$ cat config.mk
export PLATFORM = sky130hd
export DESIGN_NAME = match_ctrl
export DESIGN_NICKNAME = d
export VERILOG_FILES = /design/src/rtl/match_pkg.sv /design/src/rtl/tick_divider.sv /design/src/rtl/match_ctrl.sv
export SDC_FILE = /design/constraint.sdc
export NUM_CORES = 1
export LEC_CHECK = 0
export CAP_MARGIN = 5
export CORE_MARGIN = 2
export CORE_UTILIZATION = 49
export DETAILED_ROUTE_END_ITERATION = 8
export GPL_ROUTABILITY_DRIVEN = 0
export PLACE_DENSITY = 0.76
export SYNTH_ARGS = -nofsm -noshare
export SYNTH_HDL_FRONTEND = slang
export SYNTH_SLANG_ARGS = --single-unit
$ cat constraint.sdc
create_clock -name clk -period 1.8 [get_ports clk]
set_input_delay 0.54 -clock clk [delete_from_list [all_inputs] [get_ports clk]]
set_output_delay 0.54 -clock clk [all_outputs]
set_load 0.02 [all_outputs]
$ cat src/rtl/match_pkg.sv
// Shared state encodings, width helpers and player limits for the match referee.
package match_pkg;

  localparam int MAX_PLAYERS = 4;

  localparam logic [2:0] S_IDLE       = 3'd0;
  localparam logic [2:0] S_COUNTDOWN  = 3'd1;
  localparam logic [2:0] S_PLAY       = 3'd2;
  localparam logic [2:0] S_ROUND_OVER = 3'd3;
  localparam logic [2:0] S_MATCH_OVER = 3'd4;

  typedef enum logic [2:0] {
    ST_IDLE       = S_IDLE,
    ST_COUNTDOWN  = S_COUNTDOWN,
    ST_PLAY       = S_PLAY,
    ST_ROUND_OVER = S_ROUND_OVER,
    ST_MATCH_OVER = S_MATCH_OVER
  } state_e;

  function automatic int clog2(input int v);
    int r;
    r = 0;
    while ((1 << r) < v) r++;
    return r;
  endfunction

  function automatic int pid_width(input int n);
    return (clog2(n) < 1) ? 1 : clog2(n);
  endfunction

  // A single cycle can credit one attacker with at most MAX_PLAYERS-1 hits.
  localparam int CREDIT_W    = clog2(MAX_PLAYERS);
  localparam int ALIVE_CNT_W = clog2(MAX_PLAYERS + 1);

endpackage

$ cat src/rtl/tick_divider.sv
// Free-running divider: registered one-cycle strobe every DIV clocks, first one DIV cycles after reset.
module tick_divider #(
  parameter int DIV = 4
) (
  input  logic clk,
  input  logic rstn,
  output logic tick
);

  localparam int CW = (DIV > 1) ? $clog2(DIV) : 1;

  logic [CW-1:0] cnt_q;
  logic          tick_q;

  always_ff @(posedge clk) begin
    if (!rstn) begin
      cnt_q  <= '0;
      tick_q <= 1'b0;
    end else begin
      tick_q <= (cnt_q == CW'(DIV - 1));
      if (cnt_q == CW'(DIV - 1)) cnt_q <= '0;
      else                       cnt_q <= cnt_q + CW'(1);
    end
  end

  assign tick = tick_q;

endmodule

$ cat src/rtl/match_ctrl.sv
// Match referee: game tick, round/match FSM, hit scoring and round tally for N tanks.
module match_ctrl
  import match_pkg::*;
#(
  parameter int NUM_PLAYERS      = 2,
  parameter int TICK_DIV         = 3333334,
  parameter int SCORE_W          = 8,
  parameter int ROUNDS_TO_WIN    = 3,
  parameter int COUNTDOWN_TICKS  = 90,
  parameter int ROUND_OVER_TICKS = 60,
  localparam int PID_W = pid_width(NUM_PLAYERS),
  localparam int RW_W  = clog2(ROUNDS_TO_WIN + 1)
) (
  input  logic                           clk,
  input  logic                           rstn,
  input  logic                           start,
  input  logic [NUM_PLAYERS-1:0]         alive,
  input  logic [NUM_PLAYERS-1:0]         hit,
  input  logic [NUM_PLAYERS*PID_W-1:0]   hit_by,
  output logic                           game_tick,
  output logic                           play_en,
  output logic                           round_reset,
  output logic [2:0]                     state,
  output logic [7:0]                     countdown,
  output logic [NUM_PLAYERS*SCORE_W-1:0] score,
  output logic [NUM_PLAYERS*RW_W-1:0]    rounds_won,
  output logic [PID_W-1:0]               round_winner,
  output logic                           round_draw,
  output logic                           match_over,
  output logic [PID_W-1:0]               match_winner
);

  localparam logic [7:0] CD_INIT = 8'(COUNTDOWN_TICKS);
  localparam logic [7:0] RO_INIT = 8'(ROUND_OVER_TICKS);

  state_e                   state_q;
  logic [7:0]               cd_q;
  logic                     play_en_q;
  logic                     round_reset_q;
  logic                     round_draw_q;
  logic                     match_over_q;
  logic [PID_W-1:0]         round_winner_q;
  logic [PID_W-1:0]         match_winner_q;

  logic [ALIVE_CNT_W-1:0]   alive_cnt;
  logic [PID_W-1:0]         survivor;
  logic                     round_end;
  logic                     clear_all;
  logic                     credit_en;
  logic [NUM_PLAYERS-1:0]   is_champ;
  logic                     champ_any;
  logic [PID_W-1:0]         champ_id;

  tick_divider #(.DIV(TICK_DIV)) u_tick (
    .clk  (clk),
    .rstn (rstn),
    .tick (game_tick)
  );

  // Lowest-indexed alive player; only meaningful when exactly one is alive.
  always_comb begin
    alive_cnt = '0;
    survivor  = '0;
    for (int i = NUM_PLAYERS - 1; i >= 0; i--) begin
      alive_cnt = alive_cnt + ALIVE_CNT_W'(alive[i]);
      if (alive[i]) survivor = PID_W'(i);
    end
  end

  always_comb begin
    champ_any = |is_champ;
    champ_id  = '0;
    for (int i = NUM_PLAYERS - 1; i >= 0; i--) begin
      if (is_champ[i]) champ_id = PID_W'(i);
    end
  end

  assign round_end = (state_q == ST_PLAY) && (alive_cnt <= ALIVE_CNT_W'(1));
  assign credit_en = (state_q == ST_PLAY);
  assign clear_all = start && ((state_q == ST_IDLE) || (state_q == ST_MATCH_OVER));

  for (genvar gi = 0; gi < NUM_PLAYERS; gi++) begin : g_player
    logic [CREDIT_W-1:0]         credit;
    logic [SCORE_W+CREDIT_W-1:0] sum;
    logic [SCORE_W-1:0]          score_q;
    logic [RW_W-1:0]             rounds_q;

    // Count hits this cycle attributed to player gi, excluding self-hits.
    always_comb begin
      credit = '0;
      for (int i = 0; i < NUM_PLAYERS; i++) begin
        if (hit[i] && (i != gi) && (hit_by[i*PID_W +: PID_W] == PID_W'(gi)))
          credit = credit + CREDIT_W'(1);
      end
    end

    assign sum = {{CREDIT_W{1'b0}}, score_q} + {{SCORE_W{1'b0}}, credit};

    always_ff @(posedge clk) begin
      if (!rstn || clear_all) begin
        score_q  <= '0;
        rounds_q <= '0;
      end else begin
        if (credit_en)
          score_q <= (|sum[SCORE_W+CREDIT_W-1:SCORE_W]) ? '1 : sum[SCORE_W-1:0];
        if (round_end && (alive_cnt == ALIVE_CNT_W'(1)) && (survivor == PID_W'(gi)) &&
            (rounds_q != RW_W'(ROUNDS_TO_WIN)))
          rounds_q <= rounds_q + RW_W'(1);
      end
    end

    assign is_champ[gi]                   = (rounds_q == RW_W'(ROUNDS_TO_WIN));
    assign score[gi*SCORE_W +: SCORE_W]   = score_q;
    assign rounds_won[gi*RW_W +: RW_W]    = rounds_q;
  end

  always_ff @(posedge clk) begin
    if (!rstn) begin
      state_q        <= ST_IDLE;
      cd_q           <= '0;
      play_en_q      <= 1'b0;
      round_reset_q  <= 1'b0;
      round_draw_q   <= 1'b0;
      match_over_q   <= 1'b0;
      round_winner_q <= '0;
      match_winner_q <= '0;
    end else begin
      round_reset_q <= 1'b0;
      case (state_q)
        ST_IDLE, ST_MATCH_OVER: begin
          if (start) begin
            state_q        <= ST_COUNTDOWN;
            cd_q           <= CD_INIT;
            round_reset_q  <= 1'b1;
            round_draw_q   <= 1'b0;
            match_over_q   <= 1'b0;
            round_winner_q <= '0;
            match_winner_q <= '0;
          end
        end
        ST_COUNTDOWN: begin
          // A zero load means there is nothing to count: go straight to play.
          if ((cd_q == 8'd0) || (game_tick && (cd_q == 8'd1))) begin
            state_q   <= ST_PLAY;
            cd_q      <= '0;
            play_en_q <= 1'b1;
          end else if (game_tick) begin
            cd_q <= cd_q - 8'd1;
          end
        end
        ST_PLAY: begin
          if (round_end) begin
            state_q      <= ST_ROUND_OVER;
            play_en_q    <= 1'b0;
            cd_q         <= RO_INIT;
            round_draw_q <= (alive_cnt == '0);
            if (alive_cnt == ALIVE_CNT_W'(1)) round_winner_q <= survivor;
          end
        end
        ST_ROUND_OVER: begin
          if ((cd_q == 8'd0) || (game_tick && (cd_q == 8'd1))) begin
            if (champ_any) begin
              state_q        <= ST_MATCH_OVER;
              cd_q           <= '0;
              match_over_q   <= 1'b1;
              match_winner_q <= champ_id;
            end else begin
              state_q       <= ST_COUNTDOWN;
              cd_q          <= CD_INIT;
              round_reset_q <= 1'b1;
            end
          end else if (game_tick) begin
            cd_q <= cd_q - 8'd1;
          end
        end
        default: state_q <= ST_IDLE;
      endcase
    end
  end

  assign state        = state_q;
  assign countdown    = cd_q;
  assign play_en      = play_en_q;
  assign round_reset  = round_reset_q;
  assign round_draw   = round_draw_q;
  assign match_over   = match_over_q;
  assign round_winner = round_winner_q;
  assign match_winner = match_winner_q;

endmodule
[Word level (Yosys, flattened, before mapping)]
Index checks and enable logic that the tools add are counted.
Storage, ports and cells
  register bits after elaboration: 60
  input port bits: 9
  output and inout port bits: 38
  word-level logic and storage cells: 114
Cells by class
  add/subtract/negate cells: 7
  magnitude comparators: 1
  equal/unequal tests: 17
  muxes and demuxes: 40
  bitwise operators: 3
  reduce and logical (&&, ||, !) cells: 32
Operators with widths (number)
  $mux 8: 7
  $pmux 8 s4: 1
  $add 22x1->22 const B: 1
  $eq 22x22->1 const B: 1
  $mux 1: 19
  $add 8x2->9: 2
  $mux 3: 5
  $ne 2x2->1 const B: 7
  $pmux 1 s2: 6
  $pmux 3 s4: 1
  $reduce_and 4->1: 3
  $logic_and 1x1->1: 10
  $reduce_or 2->1: 5
  $reduce_and 3->1: 3
  $eq 8x1->1 const B: 1
  $logic_not 8->1: 1
  $sub 8x1->8 const B: 1
  $mux 7: 1
  $eq 3x2->1 const B: 2
  $logic_not 3->1: 2
  $reduce_bool 2->1: 3
  $add 2x1->2 const B: 2
  $eq 2x2->1 const B: 2
  $reduce_bool 4->1: 1
  other kinds (9): 13

[Longest topological paths before layout]
  depth in word-level cells: 6
  gate-level depth with buffers: 7
  depth with buffers taken out: 6

[By module]
A second synthesis with hierarchy kept.
Second synthesis, totals
  cells, all modules: 354
  area total of the unflattened synthesis: 3169.3 um2
By module, submodules not included
  match_ctrl: times used 1, cells an instance 236, area an instance 2039.5 um2, seq. area each 740.7 um2
  tick_divider: times used 1, cells an instance 118, area an instance 1129.8 um2, seq. area each 460.4 um2

[Worst setup path after synthesis]
OpenSTA, ideal clock, no wires.
  kind: flip-flop to flip-flop
  start point: reg u_tick.tick_q, in the netlist u_tick.tick
  end point: reg cd_q[5], in the netlist countdown[5]
  library setup time: 0.142 ns
  arrival time: 1.735 ns
  data required time: 1.658 ns
  slack: -0.077 ns
  stages on the path, launching flop included: 6
  buffers on the path: 1
  period minus slack after synthesis: 1.877 ns
  cell sequence: dfxtp_1 buf_2 or4b_2 o31a_1 o21ai_0 a311oi_1
Between the ends
  cells in the longest elaborated chain, start to end: 4
  elaborated cells on any way between the ends: 6
  those cells by class: mux (4); reduce/logical (2)
RTL lines
  from (decl): RTL line tick_divider.sv:13  | logic tick_q;
  from (signal assigned): RTL line tick_divider.sv:20  | tick_q <= (cnt_q == CW'(DIV - 1));
  $logic_and 1x1->1: RTL line match_ctrl.sv:143, match_ctrl.sv:161
  $logic_or 1x1->1: RTL line match_ctrl.sv:143, match_ctrl.sv:161
  $mux 8 (on tied branches): RTL line match_ctrl.sv:161, match_ctrl.sv:143
  $pmux 8 s4 *: RTL line match_ctrl.sv:129  | case (state_q)
  to (signal assigned): RTL line match_ctrl.sv:148  | cd_q <= cd_q - 8'd1;
  to (signal assigned): RTL line match_ctrl.sv:173  | cd_q <= cd_q - 8'd1;
  to (decl): RTL line match_ctrl.sv:37  | logic [7:0] cd_q;
Every way passes the cells marked *; elsewhere a longest branch is shown, timed or not.
A chain may end at the register's enable or synchronous reset.

[Worst setup path in the final report]
  start point: in start
  end point: reg g_player[1].score_q[6]
Between the ends
  cells in the longest elaborated chain, start to end: 2
RTL lines
  from (decl): RTL line match_ctrl.sv:16  | input logic start,
  $logic_and 1x1->1: RTL line match_ctrl.sv:80  | assign clear_all = start && ((state_q == ST_IDLE) || (state_q == ST_MATCH_OVER));
  $logic_or 1x1->1: RTL line match_ctrl.sv:100  | if (!rstn || clear_all) begin
  to (signal assigned): RTL line match_ctrl.sv:105  | score_q <= (|sum[SCORE_W+CREDIT_W-1:SCORE_W]) ? '1 : sum[SCORE_W-1:0];
  to (decl): RTL line match_ctrl.sv:85  | logic [SCORE_W-1:0] score_q;
No other way between the ends.

==> impl_metrics.py <==
metrics = {
    "status": {
        "outcome": "finished, final reports clean",
    },
    "pwr": {
        "swShare_pct": 36.4,
        "combPwrFrac_pct": 38.5,
        "power.leakage_nw": 1.81,
        "clkPwrFrac_pct": 24.8,
        "intPower_w": 0.00277,
        "powerDensity_nw_per_um2": 978,
        "p_seq_share_pct": 36.7,
        "p_sw_w": 0.00159,
        "ir_worst_vdd_v": 0.000898,
    },
    "layout": {
        "final_nets": 494,
        "multiInputGateArea_sq_um": 2010,
        "num_antenna_cells": 0,
        "final_cells": 552,
        "area_growth_pct": 41.4,
        "num-fill-cells": 492,
        "final_area_sq_um": 4450,
        "layout-drive-gt1-share_pct": 26.1,
        "final-seq-area_sq_um": 1210,
    },
    "placement": {
        "dpl_cell_area_sq_um": 4100,
        "port_buffers": 46,
        "dp_hpwl_mm": 5.71,
        "dpl_worst_slack_ps": -478,
        "place_inst": 534,
    },
    "critical_path": {
        "critPathRequiredTime_ps": 2020,
        "end_kind": "flop",
        "cpMaxStageDelayCell": "or3b_2",
        "cp_top_family": "simple AND/OR/NAND/NOR gates",
        "arrival_ps": 1990,
        "max_stage_delay_ps": 510,
        "critPathLaunchType": "primary input",
        "path_cells": "clkdlybuf4s50_1 -> or3b_2 -> nand2_1 -> buf_12 -> nor3_1",
        "critPathMaxFanout": 18,
        "crit_type": "primary input to flop",
        "cp_num_buf_inv": 2,
    },
    "routing": {
        "firstDrtPassIters": 4,
        "viasPerCell": 5.65,
        "wirelength_mm": 8.25,
        "antenna_left": 0,
        "drc": 0,
        "avgRoutedWirePerCell_um": 14.9,
        "drt_iter0_drc": 197,
        "vias": 3118,
    },
    "floorplan": {
        "chipWidth_um": 84.2,
        "io_pins": 47,
        "core-area_sq_um": 6280,
        "start_util_pct": 50.2,
        "die-area_sq_um": 7080,
        "fp-row-count": 29,
        "die_h_um": 84.2,
    },
    "synth": {
        "synth_ff_type": "dfxtp_1",
        "yosys.cell_types.count": 57,
        "muxShareOfSynthArea_pct": 1.27,
        "synthAdderAreaFrac_pct": 5.56,
        "ys_ff_latch": 60,
        "yosysWarnings": 0,
        "synth_area_leaders": "dfxtp_1 38%, ha_1 5.6%, xnor2_1 4.7%, a21oi_1 4.1%, nor2_1 3.9%",
        "yosys-top-cells-count": "60 x dfxtp_1, 33 x nor2_1, 32 x nand2_1",
        "synth_cells": 371,
        "synth_nets": 394,
        "synth_most_common_cell": "dfxtp_1",
        "synth_xor_area_share_pct": 6.40,
        "async_flop_share_pct": 0,
        "yosysSeqAreaShare_pct": 38.1,
        "synth_edf_count": 0,
        "synth_compound_area_share_pct": 14.9,
        "synth-simple-area-share_pct": 30.0,
        "syn_area_sq_um": 3150,
        "yosysTopAreaCell": "dfxtp_1",
        "synth_top_family_by_area": "simple AND/OR/NAND/NOR gates",
        "syn_avg_cell_area_sq_um": 8.49,
        "synth_top_area_share_pct": 38.1,
    },
    "global_routing": {
        "grtUsageMet2_pct": 41.1,
        "antenna_found_initial": 0,
        "grt_pass1_vias": 3074,
        "grt_usage_pct": 24.3,
        "gr-total-overflow": 0,
        "grt-busiest-layer": "met2",
        "grt_max_degree": 19,
        "met3_usage_pct": 4.72,
        "met1_usage_pct": 29.6,
        "grt_pass1_wl_mm": 14.1,
    },
    "clocking": {
        "cts-buffers-inserted": 9,
        "cts_root_buf": "clkbuf_8",
        "worstSkewPairLatency_ps": 340,
        "clk_path_buf_depth": 2,
        "clock-sinks": 60,
        "cts.clk_slew.worst_paths_ps": 60,
        "cts_hold_buf": 0,
        "cts_tree": "yes",
        "cts_max_level": 3,
    },
    "sta": {
        "maxSlewViolCount": 0,
        "min_period_ps": 1770,
        "max_freq_mhz": 565,
        "fin_ws_ps": 29.3,
        "holdWs_ps": 439,
        "finalSetupTns_ps": 0,
        "setup_violations": 0,
        "worst_pin_slew_ps": 447,
        "hold_viol_final": 0,
        "skew_ps": 8.60,
        "layout_worst_path_cycle_share_pct": 98.4,
        "slew-limit-headroom_pct": 69.8,
    },
    "job": {
        "cap_viol_max_count": 0,
    },
    "worst_hold_path": {
        "hold_path.class": "flop to flop",
    },
}
==> state kept, by name (all words and copies together) (netlist names), 3 cells and up <==
| name | flops |
|---|---|
| state | 3 |
| g_player.score_q | 16 |
| g_player.rounds_q | 4 |
| countdown | 8 |
| u_tick.cnt_q | 22 |
==> power groups by stage <==
stage	clock network, W	registers (W)	logic, W
2_1_floorplan	0	0.00171	0.000777
3_3_place_gp	0	0.00161	0.00155
3_5_place_dp	0	0.00162	0.00158
4_1_cts	0.00110	0.00158	0.00158
5_1_grt	0.00118	0.00162	0.00180
6_report	0.00108	0.00160	0.00168
==> stage by stage <==
step	power, W	util, %
floorplan	0.00249	-
global placement	0.00316	65.3
detailed placement	0.00319	65.3
CTS	0.00426	68.9
global route	0.00460	70.9
finish	0.00435	70.9
==> placed cells by master (no fill, tap or decap), drive strengths merged, types with 8 or more instances in the layout <==
cell type | netlist | routed
a21oi | 27 | 27
xnor2 | 17 | 17
nor3 | 24 | 24
nand4 | 8 | 8
nand2 | 32 | 32
nor4 | 10 | 10
buf | 4 | 60
o31ai | 7 | 8
inv | 12 | 12
dlygate4sd2 | 0 | 39
dfxtp | 60 | 60
ha | 14 | 14
clkbuf | 14 | 13
nand3 | 19 | 19
nor2 | 33 | 33
==> cell type report <==
class | instances | area share [%]
clock buffer | 13 | 3.57
clock inverter | 2 | 0.225
inverter | 12 | 1.01
multi-input combinational | 282 | 45.2
sequential | 60 | 27.2
tap | 77 | 2.16
timing repair buffer | 106 | 20.7
==> worst paths after layout <==
| check | start | to | slack [ps] | cells past startpoint |
|---|---|---|---|---|
| max | start | g_player[1].score_q[6] | 30 | 5 |
| min | u_tick.cnt_q[0] | u_tick.cnt_q[0] | 440 | 1 |
| max reg2reg | u_tick.cnt_q[8] | u_tick.cnt_q[21] | 60 | 5 |
| min reg2reg | u_tick.cnt_q[0] | u_tick.cnt_q[0] | 440 | 1 |
==> what timing repair did <==
action	in CTS	in global routing
gates cloned	1	0
endpoints found under the setup margin	75	38
resized for setup	58	21
pin swaps	3	5
buffers inserted	0	2
==> worst register-to-register path, delay by kind of cell (launching register included) <==
kind / cells / cell delay (ps)
buffers and inverters: 1 / 120
flip-flops: 1 / 390
AND/OR/NAND/NOR: 3 / 1030
AO/OA/AOI/OAI: 1 / 140
==> routing by layer <==
metal	vias to the layer above	part of all wire (%)
li1	1550	-
met1	1470	43
met2	82	51
met3	16	4.2
met4	0	2.6
met5	-	0
==> logic make-up (layout without fill, tap and decap cells) <==
family	after synthesis	after routing
xor gates and xnor gates	23	23
DFF	60	60
AOI/OAI and AO/OA	69	70
muxes	4	4
buffers and inverters	30	133
adders and majority gates	14	14
and+or+nand+nor	171	171
(Power assumes the default switching activity.)
